==> config.mk <==
export PLATFORM = sky130hd
export DESIGN_NAME = bus_cycle_ctrl
export DESIGN_NICKNAME = d
export VERILOG_FILES = /design/src/rtl/bus_cycle_ctrl.sv
export SDC_FILE = /design/constraint.sdc
export NUM_CORES = 1
export LEC_CHECK = 0
export CAP_MARGIN = 20
export CORE_AREA = 5 5 86 88
export DETAILED_ROUTE_END_ITERATION = 10
export DIE_AREA = 0 0 91 93
export HOLD_SLACK_MARGIN = 0.06
export PLACE_DENSITY = 0.79
export RECOVER_POWER = 100
export SETUP_SLACK_MARGIN = 0.2
export SLEW_MARGIN = 20
export SYNTH_ARGS = -nofsm -noshare
export SYNTH_HDL_FRONTEND = slang
export SYNTH_SLANG_ARGS = --single-unit
==> constraint.sdc <==
create_clock -name CLK -period 2.42 [get_ports CLK]
set_clock_uncertainty 0.1 [all_clocks]
set_input_delay 0.363 -clock CLK [delete_from_list [all_inputs] [get_ports CLK]]
set_output_delay 0.363 -clock CLK [all_outputs]
set_load 0.02 [all_outputs]
==> src/rtl/bus_cycle_ctrl.sv <==
// Bus cycle controller: accepts one CPU request at a time, decodes it onto one of
// two memory banks or two IO windows, strobes WD/OE, and returns a one-cycle response.
module bus_cycle_ctrl #(
    parameter int unsigned IO_WAIT       = 0,
    parameter logic [7:0]  UNMAPPED_DATA = 8'hFF
) (
    input  logic        CLK,
    input  logic        RST,
    input  logic        req_valid,
    output logic        req_ready,
    input  logic [19:0] req_addr,
    input  logic        req_io,
    input  logic        req_wr,
    input  logic [7:0]  req_wdata,
    output logic        rsp_valid,
    output logic [7:0]  rsp_rdata,
    output logic        rsp_err,
    output logic [19:0] Add_Reg,
    output logic [3:0]  WD,
    output logic [3:0]  OE,
    output logic [7:0]  wr_data,
    output logic        wr_en,
    input  logic [7:0]  rd_data
);

    localparam logic [3:0] IoWait = 4'(IO_WAIT);

    typedef enum logic [1:0] {StIdle, StAccess, StRead, StResp} state_e;

    state_e      state_q;
    logic [19:0] add_reg_q;
    logic [7:0]  wr_data_q;
    logic        wr_q;
    logic [3:0]  sel_q;
    logic        err_q;
    logic [3:0]  wait_q;
    logic        req_ready_q;
    logic [3:0]  wd_q;
    logic [3:0]  oe_q;
    logic        wr_en_q;
    logic        rsp_valid_q;
    logic [7:0]  rsp_rdata_q;
    logic        rsp_err_q;

    logic [3:0]  sel_d;
    logic        err_d;
    logic [3:0]  wait_d;

    // Target decode of the incoming request; only consumed on the handshake edge.
    always_comb begin
        sel_d  = 4'b0000;
        err_d  = 1'b0;
        wait_d = req_io ? IoWait : 4'd0;
        if (!req_io) begin
            sel_d = req_addr[19] ? 4'b0010 : 4'b0001;
        end else if (req_addr >= 20'h0FF00 && req_addr <= 20'h0FF0F) begin
            sel_d = 4'b0100;
        end else if (req_addr >= 20'h01C00 && req_addr <= 20'h01D00) begin
            sel_d = 4'b1000;
        end else begin
            err_d = 1'b1;
        end
    end

    // Transaction FSM with all bus strobes and response outputs registered.
    always_ff @(posedge CLK) begin
        if (RST) begin
            state_q     <= StIdle;
            add_reg_q   <= 20'h0;
            wr_data_q   <= 8'h0;
            wr_q        <= 1'b0;
            sel_q       <= 4'b0000;
            err_q       <= 1'b0;
            wait_q      <= 4'd0;
            req_ready_q <= 1'b1;
            wd_q        <= 4'b0000;
            oe_q        <= 4'b0000;
            wr_en_q     <= 1'b0;
            rsp_valid_q <= 1'b0;
            rsp_rdata_q <= 8'h0;
            rsp_err_q   <= 1'b0;
        end else begin
            unique case (state_q)
                StIdle: begin
                    if (req_valid && req_ready_q) begin
                        add_reg_q   <= req_addr;
                        wr_data_q   <= req_wdata;
                        wr_q        <= req_wr;
                        sel_q       <= sel_d;
                        err_q       <= err_d;
                        wait_q      <= wait_d;
                        req_ready_q <= 1'b0;
                        state_q     <= StAccess;
                        // Write strobe is raised for the whole ACCESS phase of a mapped write.
                        if (req_wr && !err_d) begin
                            wd_q    <= sel_d;
                            wr_en_q <= 1'b1;
                        end
                    end
                end
                StAccess: begin
                    if (wait_q != 4'd0) begin
                        wait_q <= wait_q - 4'd1;
                    end else begin
                        wd_q    <= 4'b0000;
                        wr_en_q <= 1'b0;
                        if (!wr_q && !err_q) begin
                            oe_q    <= sel_q;
                            state_q <= StRead;
                        end else begin
                            rsp_valid_q <= 1'b1;
                            rsp_err_q   <= err_q;
                            if (!wr_q) begin
                                rsp_rdata_q <= UNMAPPED_DATA;
                            end
                            state_q <= StResp;
                        end
                    end
                end
                StRead: begin
                    // Slave's read register is on rd_data while OE is high.
                    oe_q        <= 4'b0000;
                    rsp_rdata_q <= rd_data;
                    rsp_valid_q <= 1'b1;
                    rsp_err_q   <= 1'b0;
                    state_q     <= StResp;
                end
                StResp: begin
                    rsp_valid_q <= 1'b0;
                    rsp_err_q   <= 1'b0;
                    req_ready_q <= 1'b1;
                    state_q     <= StIdle;
                end
                default: begin
                    state_q     <= StIdle;
                    req_ready_q <= 1'b1;
                end
            endcase
        end
    end

    assign req_ready = req_ready_q;
    assign rsp_valid = rsp_valid_q;
    assign rsp_rdata = rsp_rdata_q;
    assign rsp_err   = rsp_err_q;
    assign Add_Reg   = add_reg_q;
    assign WD        = wd_q;
    assign OE        = oe_q;
    assign wr_data   = wr_data_q;
    assign wr_en     = wr_en_q;

endmodule

======== Word level (Yosys, flattened, before mapping) ========
Index checks and enable logic that the tools add are counted.
word-level totals
  bits in latches ......................... 0
  flip-flop bits (word level) ............. 60
  output and inout bits ................... 48
  memories ................................ 0
  input bits .............................. 41
  word-level logic and storage cells ...... 91
  memory bits (writable) .................. 0
  ROM bits ................................ 0
operators by class
  equality and inequality tests ........... 10
  magnitude comparators ................... 4
  divide/modulo/power cells ............... 0
  shifts and indexed selects .............. 0
  mux-type cells .......................... 37
  reductions and logical operators ........ 25
  $add $sub $neg .......................... 1
  bitwise logic cells ..................... 0
  multiply operators ...................... 0
operators by type and width
  kind                                                                     count
  4-bit two-way mux                                                        10
  8-bit two-way mux                                                        3
  4-bit case mux with 2 select lines                                       3
  20-bit by 13-bit >= comparator with 1-bit output, second input constant  1
  20-bit by 16-bit >= comparator with 1-bit output, second input constant  1
  20-bit by 13-bit <= comparator with 1-bit output, second input constant  1
  20-bit by 16-bit <= comparator with 1-bit output, second input constant  1
  8-bit case mux with 2 select lines                                       1
  2-bit inequality test, second input constant                             7
  1-bit two-way mux                                                        12
  3-bit AND reduction                                                      4
  2-bit case mux with 4 select lines                                       1
  4-bit AND reduction                                                      2
  2-bit nonzero test                                                       4
  2-bit two-way mux                                                        3
  1-bit case mux with 2 select lines                                       3
  2-bit AND reduction                                                      3
  1-bit logical AND                                                        5
  2-bit equality test, second input constant                               2
  4-bit nonzero test                                                       1
  4-bit by 1-bit subtractor with 4-bit output, second input constant       1
  1-bit logical NOT                                                        3
  1-bit case mux with 3 select lines                                       1
  3-bit nonzero test                                                       1
  other kinds (3)                                                          3

======== Logic depth before layout (Yosys ltp) ========
Gate-level depths: netlist of the first run.
  depth in word-level cells ............... 10
  depth in mapped cells ................... 8
  gate-level depth less buffers ........... 7

======== Worst setup path before layout of the first run ========
Ideal clock, no wire load.
  kind .................................... register to register
  from .................................... reg state_q[0]
  to ...................................... reg wr_en_q (netlist: wr_en)
  setup time .............................. 0.121 ns
  data required time ...................... 2.199 ns
  buffers on the path ..................... 2
  setup slack ............................. 0.248 ns
  data arrival time ....................... 1.951 ns
  period minus slack after synthesis ...... 2.172 ns
  cell stages (with the launch flop) ...... 9
  cells stage by stage .................... dfxtp_1 > inv_1 > ha_1 > clkbuf_1 > and3_1 > clkbuf_1 > a21oi_1 > a311oi_4 > mux2_4
between the ends
  cells in the longest elaborated chain, start to end .. 3
  elaborated cells on any way between the ends .. 8
  those cells by class .................... eq/ne (4); mux (1); reduce/logical (3)
ends and longest elaborated chain
  item                                                                                 RTL line  RTL
  start: declaration                                                                   30        state_e state_q;
  start signal: assignment                                                             68        state_q <= StIdle;
  start signal: assignment                                                             93        state_q <= StAccess;
  start signal: assignment                                                             109       state_q <= StRead;
  2-bit by 1-bit equality test with 1-bit output or 2-bit logical NOT (tied branches)  83        unique case (state_q)
  2-bit inequality test (no line) or 2-bit nonzero test (tied branches)                -
  4-bit AND reduction (no line)                                                        -
  end signal: assignment                                                               78        wr_en_q <= 1'b0;
  end signal: assignment                                                               97        wr_en_q <= 1'b1;
  end signal: assignment                                                               106       wr_en_q <= 1'b0;
  end: declaration                                                                     40        logic wr_en_q;
Parallel ways exist; a longest one is shown, timed or not.
A chain may end at the register's enable or synchronous reset.

======== Final worst setup path of the first run ========
  from .................................... in req_addr[0]
  to ...................................... reg wd_q[2] (netlist: WD[2])
between the ends
  cells in the longest elaborated chain, start to end .. 9
  elaborated cells on any way between the ends .. 18
  those cells by class .................... order compare (4); eq/ne (1); mux (8); reduce/logical (5)
ends and longest elaborated chain
  item                                                                                                                  RTL line  RTL
  start: declaration                                                                                                    11        input logic [19:0] req_addr,
  20-bit by 13-bit >= comparator with 1-bit output or 20-bit by 13-bit <= comparator with 1-bit output (tied branches)  58        end else if (req_addr >= 20'h01C00 && req_addr <= 20'h01D00) begin
  1-bit logical AND                                                                                                     58
  1-bit two-way mux                                                                                                     58
  1-bit two-way mux                                                                                                     56        end else if (req_addr >= 20'h0FF00 && req_addr <= 20'h0FF0F) begin
  1-bit two-way mux                                                                                                     54        if (!req_io) begin
  1-bit logical NOT                                                                                                     95        if (req_wr && !err_d) begin
  1-bit logical AND                                                                                                     95
  2-bit inequality test (no line)                                                                                       -
  4-bit AND reduction (no line)                                                                                         -
  end signal: assignment                                                                                                96        wd_q <= sel_d;
  end: declaration                                                                                                      38        logic [3:0] wd_q;
Parallel ways exist; a longest one is shown, timed or not. The select of a mux whose other input is x is not followed.

==> metrics, run 1 <==
Overflow after GRT 0; clock-pin transition on the worst setup and hold timing paths 60 ps; initial core utilization 0.3874; DR DRC count 0; sequential fraction of the synthesis area 0.4720; Layout Cells excl Fill 483; GPL Wtd Cong 0.7505; Distinct cells, synth 44; net switching power 1.399 mW; syn nets 353; max-slew violation count 0; worst-path fanout max 4; CTS tree built; clock buffer count from CTS 9; Req. time, crit path 2580 ps; Worst setup SP type primary input; core area 6569 um^2; layout net count 446; Die Wd 91 um; initial antenna violation count 0; Leakage 1.548 nW; Worst R2R Path Depth 7; DP HPWL 4.702 mm; n_diodes 0; Final Hold Vio Count 0; min Tclk post-route 2264 ps; crit end category register; Max Root-Sink Buffers 2; hold crit path type in2reg; DIE HEIGHT 93 um; worst hold margin 227.0 ps; Net Sw Frac 0.3632; routed len/inst 13.55 um; total chip power 3.851 mW; VDD IR max 0.4812 mV; die footprint 8463 um^2; register share of total power 0.338; port bufs 88; unrepaired setup endpoints after global routing true; P&R area growth vs syn 47.98%; synthesized cell area 2545 um^2; clk_lat worst skew 330 ps; GRT Total Usage 0.1506; category of the most critical setup path in2reg; maxcap violations 0; CTS Root Cell clkbuf_8; Final ANT Viol Nets 0; power share of the clock group 0.256; design area 3766 um^2; number of vias per cell 4.975; crit share post-route 0.9355; vias in the first global route 2264; share of cells above drive strength 1 0.1141; Vias 2403; register bit total from synthesis 60; # rows 30; status finished, final reports clean; Synth Warn # 0; cts hold-fix bufs 0; cells after synthesis 305; Peak Freq 0.4417 GHz; internal power 2.452 mW; # IOs 89; first-pass GRT wire length 10.37 mm; Worst-Margin Slew 729.5 ps; setup_tns 0 ps; DRT Pass-1 Iters 4; # H-tree levels 3; drt total wl 6.547 mm; arrival time at the worst endpoint 2420 ps; pin count of the biggest net entering global routing 37; clock tree sinks 60; most frequent cells in the layout 75 x nand2_1, 60 x dfxtp_1, 48 x dlygate4sd3_1; 1st-iter DRT viols 86; Post-Synthesis Mean Instance Area 8.344 um^2; Worst slew margin 0.5137; most common cell after layout, fill and taps aside nand2_1; placed cells 466; Cells on Worst Hold Path 3; placed inst area 3532 um^2; logic gate share of total power 0.406; cell area power density 1023 nW/um^2; final setup fails 0
==> cells by family after synthesis <==
group | after synthesis | share of synthesized area
simple gates | 131 | 0.2552
mux | 4 | 0.01819
compound gates | 67 | 0.1632
xor+xnor | 2 | 0.006884
fa+ha+maj | 7 | 0.03441
buf+inv | 34 | 0.05015
flops | 60 | 0.4720
==> critical path, stage by stage <==
cell,delay (ps)
clkdlybuf4s50_1,420
or4_1,550
o21ai_2,190
nand3_2,130
a311oi_4,350
clkbuf_1,220
mux2i_1,200
==> cells in the mapped netlist, drive strengths merged <==
cell type  instances  area share
or3b               5       0.017
nor4               2       0.011
or4                2      0.0074
a211oi             2      0.0059
o22ai              1      0.0025
a311oi             9       0.038
and3               2      0.0054
dfxtp             60        0.47
or4b               1      0.0039
nand2             75        0.11
and4b              1      0.0039
nand4b             2      0.0069
o21bai             1      0.0030
nor2b              3      0.0074
nor3b              1      0.0030
nand3              5      0.0098
a31oi              1      0.0025
nor3               3       0.010
nor4b              1      0.0034
ha                 7       0.034
a21o               1      0.0030
mux2               2       0.010
nor2              20       0.029
buf                1      0.0015
nand3b             1      0.0079
a21oi             42       0.083
a21boi             2      0.0074
xor2               2      0.0069
nand4              2      0.0049
nand2b             4      0.0098
o21ai              6       0.012
clkbuf            16       0.024
and2               1      0.0030
mux2i              2      0.0079
o32ai              2      0.0069
inv               17       0.025
==> path summary, 6_finish.rpt <==
| kind | startpoint | end | slack (ps) |
|---|---|---|---|
| min reg2reg | OE[2] | OE[2] | 350 |
| max | req_addr[0] | WD[2] | 160 |
| min | req_addr[5] | Add_Reg[5] | 230 |
| max reg2reg | wait_q[0] | rsp_err | 250 |
==> layer usage <==
| metal | global-route usage | vias up | wire length [um] |
|---|---|---|---|
| met5 | 0 | - | 0 |
| met4 | 0.04034 | 0 | 53 |
| met3 | 0.07562 | 5 | 649 |
| met2 | 0.2506 | 81 | 3114 |
| met1 | 0.1710 | 1093 | 2730 |
| li1 | - | 1224 | - |
==> flip-flops by register name, summed over array words and instances, names as in the netlist <==
name	cells
Add_Reg	20
OE	4
WD	4
err_q	1
req_ready	1
rsp_err	1
rsp_rdata	8
rsp_valid	1
sel_q	4
state_q	2
wait_q	4
wr_data	8
wr_en	1
wr_q	1
==> cell type report <==
class | instances | area [um^2]
fill | 584 | 2803
sequential | 60 | 1201
inverter | 17 | 63.81
clock inverter | 5 | 75.07
tap | 80 | 100.1
multi-input combinational | 211 | 1236
clock buffer | 11 | 141.4
timing repair buffer | 99 | 948.4
==> stage by stage <==
stage                     worst slack, ps    util
final                               156.1  0.5733
after global routing                74.00  0.5733
after CTS                           213.8  0.5716
after detailed placement           -177.7  0.5377
after global placement             -133.2  0.5377
after floorplan                     247.7       -
==> repair_timing <==
action                     4_1_cts  5_1_grt
setup endpoints to repair        7        8
resized for setup                3       11
setup buffers                    0        1
pin swaps                        1        4
==> power groups by stage <==
stage	sequential, mW	combinational [mW]	clock [mW]
final	1.30	1.56	0.986
after global routing	1.33	1.72	1.06
after CTS	1.31	1.63	1.02
after detailed placement	1.33	1.61	0
after global placement	1.32	1.58	0
after floorplan	1.50	0.822	0
Power figures use the tool's default switching activity.
==> inputs of run 2 (changes only) <==
--- a/config.mk
+++ b/config.mk
@@ -9,7 +9,7 @@
 export CORE_AREA = 5 5 86 88
 export DETAILED_ROUTE_END_ITERATION = 10
 export DIE_AREA = 0 0 91 93
-export HOLD_SLACK_MARGIN = 0.06
+export HOLD_SLACK_MARGIN = 0.12
 export PLACE_DENSITY = 0.79
 export RECOVER_POWER = 100
 export SETUP_SLACK_MARGIN = 0.2
==> results of run 2 <==
Final layout, timing and power as in run 1 (identical DEF).
==> inputs of run 3 (changes only) <==
--- a/config.mk
+++ b/config.mk
@@ -6,9 +6,9 @@
 export NUM_CORES = 1
 export LEC_CHECK = 0
 export CAP_MARGIN = 20
-export CORE_AREA = 5 5 86 88
+export CORE_AREA = 2 2 83 85
 export DETAILED_ROUTE_END_ITERATION = 10
-export DIE_AREA = 0 0 91 93
+export DIE_AREA = 0 0 85 87
 export HOLD_SLACK_MARGIN = 0.12
 export PLACE_DENSITY = 0.79
 export RECOVER_POWER = 100
==> run 3 against run 2 <==
Register-to-register slack improved by 40 ps; routed wire length decreased by 4.7%; global-route usage increased by 2.0 points; worst hold slack got worse by 0.68 ps; sequential share of layout area decreased by 0.25 points; utilization increased by 0.46 points; non-clock buffer count unchanged; critical path type unchanged.
==> metrics, run 3 (synthesis gave the netlist of run 1 again) <==
placed cells 465 (-0.21%); core area 6569 um^2 (unchanged); pin count of the biggest net entering global routing 41 (+11%); Peak Freq 0.4463 GHz (+1.0%); DRT Pass-1 Iters 4 (unchanged); initial core utilization 0.3874 (unchanged); 1st-iter DRT viols 97 (+13%); arrival time at the worst endpoint 2350 ps (-70 ps); Worst slew margin 0.5136 (about the same); maxcap violations 0 (unchanged); max reg flops 20 (unchanged); Final Hold Vio Count 0 (unchanged); initial antenna violation count 0 (unchanged); clock tree sinks 60 (unchanged); status finished, final reports clean; Vias 2402 (-0.042%); hold crit path type in2reg; first-pass GRT wire length 10.21 mm (-1.5%); layout net count 446 (unchanged); Max Root-Sink Buffers 2 (unchanged); logic gate share of total power 0.402 (-0.004); min Tclk post-route 2241 ps (-23.30 ps); routed len/inst 12.92 um (-4.7%); DP HPWL 4.352 mm (-7.5%); power share of the clock group 0.263 (+0.007); WP buf/inv 1 (-1); Req. time, crit path 2530 ps (-50 ps); worst-path fanout max 2 (-2); DIE HEIGHT 87 um (-6.5%); GPL Wtd Cong 0.7410 (-1.3%); clk_lat worst skew 320 ps (about the same); net switching power 1.397 mW (-0.16%); most common cell after layout, fill and taps aside nand2_1; max-slew violation count 0 (unchanged); Worst-Margin Slew 729.7 ps (+0.1608 ps); Slowest cell on crit path or4_4; placed inst area 3525 um^2 (-0.21%); total chip power 3.885 mW (+0.89%); cell area power density 1023 nW/um^2 (about the same); # H-tree levels 3 (unchanged); Overflow after GRT 0 (unchanged); R2R setup slack 290 ps (+40 ps); Leakage 1.576 nW (+1.8%); port bufs 88 (unchanged); Net Sw Frac 0.3595 (-0.003756); # IOs 89 (unchanged); design area 3796 um^2 (+0.80%); Layout Cells excl Fill 483 (unchanged); # rows 30 (unchanged); family with the most delay on the worst path simple AND/OR/NAND/NOR gates; unrepaired setup endpoints after global routing true; register share of total power 0.335 (-0.003); die footprint 7395 um^2 (-13%); crit end category register; final setup fails 0 (unchanged); crit share post-route 0.9259 (-0.009629); GRT Total Usage 0.1704 (+0.01980); clock-pin transition on the worst setup and hold timing paths 60 ps (about the same); Final ANT Viol Nets 0 (unchanged); share of cells above drive strength 1 0.1166 (+0.002481); P&R area growth vs syn 49.16%; number of vias per cell 4.973 (about the same); CTS Root Cell clkbuf_8; VDD IR max 0.4717 mV (-2.0%); internal power 2.489 mW (+1.5%); clock buffer count from CTS 9 (unchanged); n_diodes 0 (unchanged); critical-path cell list clkdlybuf4s50_1 > or4_4 > nor3_4 > a21boi_2 > a311oi_1 > mux2_4; category of the most critical setup path in2reg; Worst setup SP type primary input; crit-path max cell delay 560 ps (about the same); vias in the first global route 2309 (+2.0%); drt total wl 6.239 mm (-4.7%); Die Wd 85 um (-6.6%); most frequent cells in the layout 75 x nand2_1, 60 x dfxtp_1, 48 x dlygate4sd3_1; CTS tree built; DR DRC count 0 (unchanged)
## run 3: changes by cell type in the layout (fill, tap and decap cells not counted), moves of 2 or more
cell      before  now
clkinv_2       3    0
buf_4          6    9
or3b_2         4    2
or3b_1         0    2
## run 3: path summary, 6_finish.rpt
| check | cells past startpoint | start | endpoint |
|---|---|---|---|
| hold / removal | 3 | req_addr[2] | Add_Reg[2] |
| setup reg to reg | 7 | wait_q[0] | rsp_err |
| setup / recovery | 6 | req_addr[5] | wr_en |
| hold reg to reg | 2 | OE[0] | OE[0] |
## run 3: power by group through the flow
stage	clock [mW]	sequential (mW)	combinational, mW
final	1.02	1.30	1.56
after detailed placement	0	1.33	1.58
after global routing	1.10	1.33	1.72
after CTS	1.05	1.31	1.60
after floorplan	0	1.50	0.822
after global placement	0	1.32	1.55
## run 3: through the flow
stage          hold slack, ps    util  setup WS [ps]  setup TNS (ps)
2_1_floorplan           331.8       -          247.7               0
3_3_place_gp            340.6  0.5366         -134.4          -433.6
3_5_place_dp            345.5  0.5366         -213.0          -845.6
4_1_cts                 355.1  0.5730          182.8               0
5_1_grt                 224.8  0.5779          116.5               0
6_report                226.3  0.5779          179.4               0
## run 3: final cells by class
| class | instances | area (um^2) |
|---|---|---|
| clock buffers | 13 | 158.9 |
| well taps | 80 | 100.1 |
| fillers | 580 | 2773 |
| clock inverters | 3 | 68.82 |
| repair buffers | 99 | 960.9 |
| flip-flops and latches | 60 | 1201 |
| multi-input cells | 211 | 1242 |
| inverters | 17 | 63.81 |
## run 3: worst min-delay path, cell delays in order
cell            delay (ps)
dlymetal6s2s_1         130
nand2_1                 60
a21oi_1                 50
## run 3: layer usage
layer  track usage  vias up  part of all wire
li1              -     1217                 -
met1        0.2031     1112              0.44
met2        0.2820       71              0.48
met3       0.07109        2             0.083
met4       0.05051        0            0.0038
met5             0        -                 0
## run 3: repair_timing
action,CTS,global route
pin swaps,1,5
hold buffers,0,0
endpoints found under the setup margin,8,14
gates resized for setup,4,14
buffers inserted,0,2
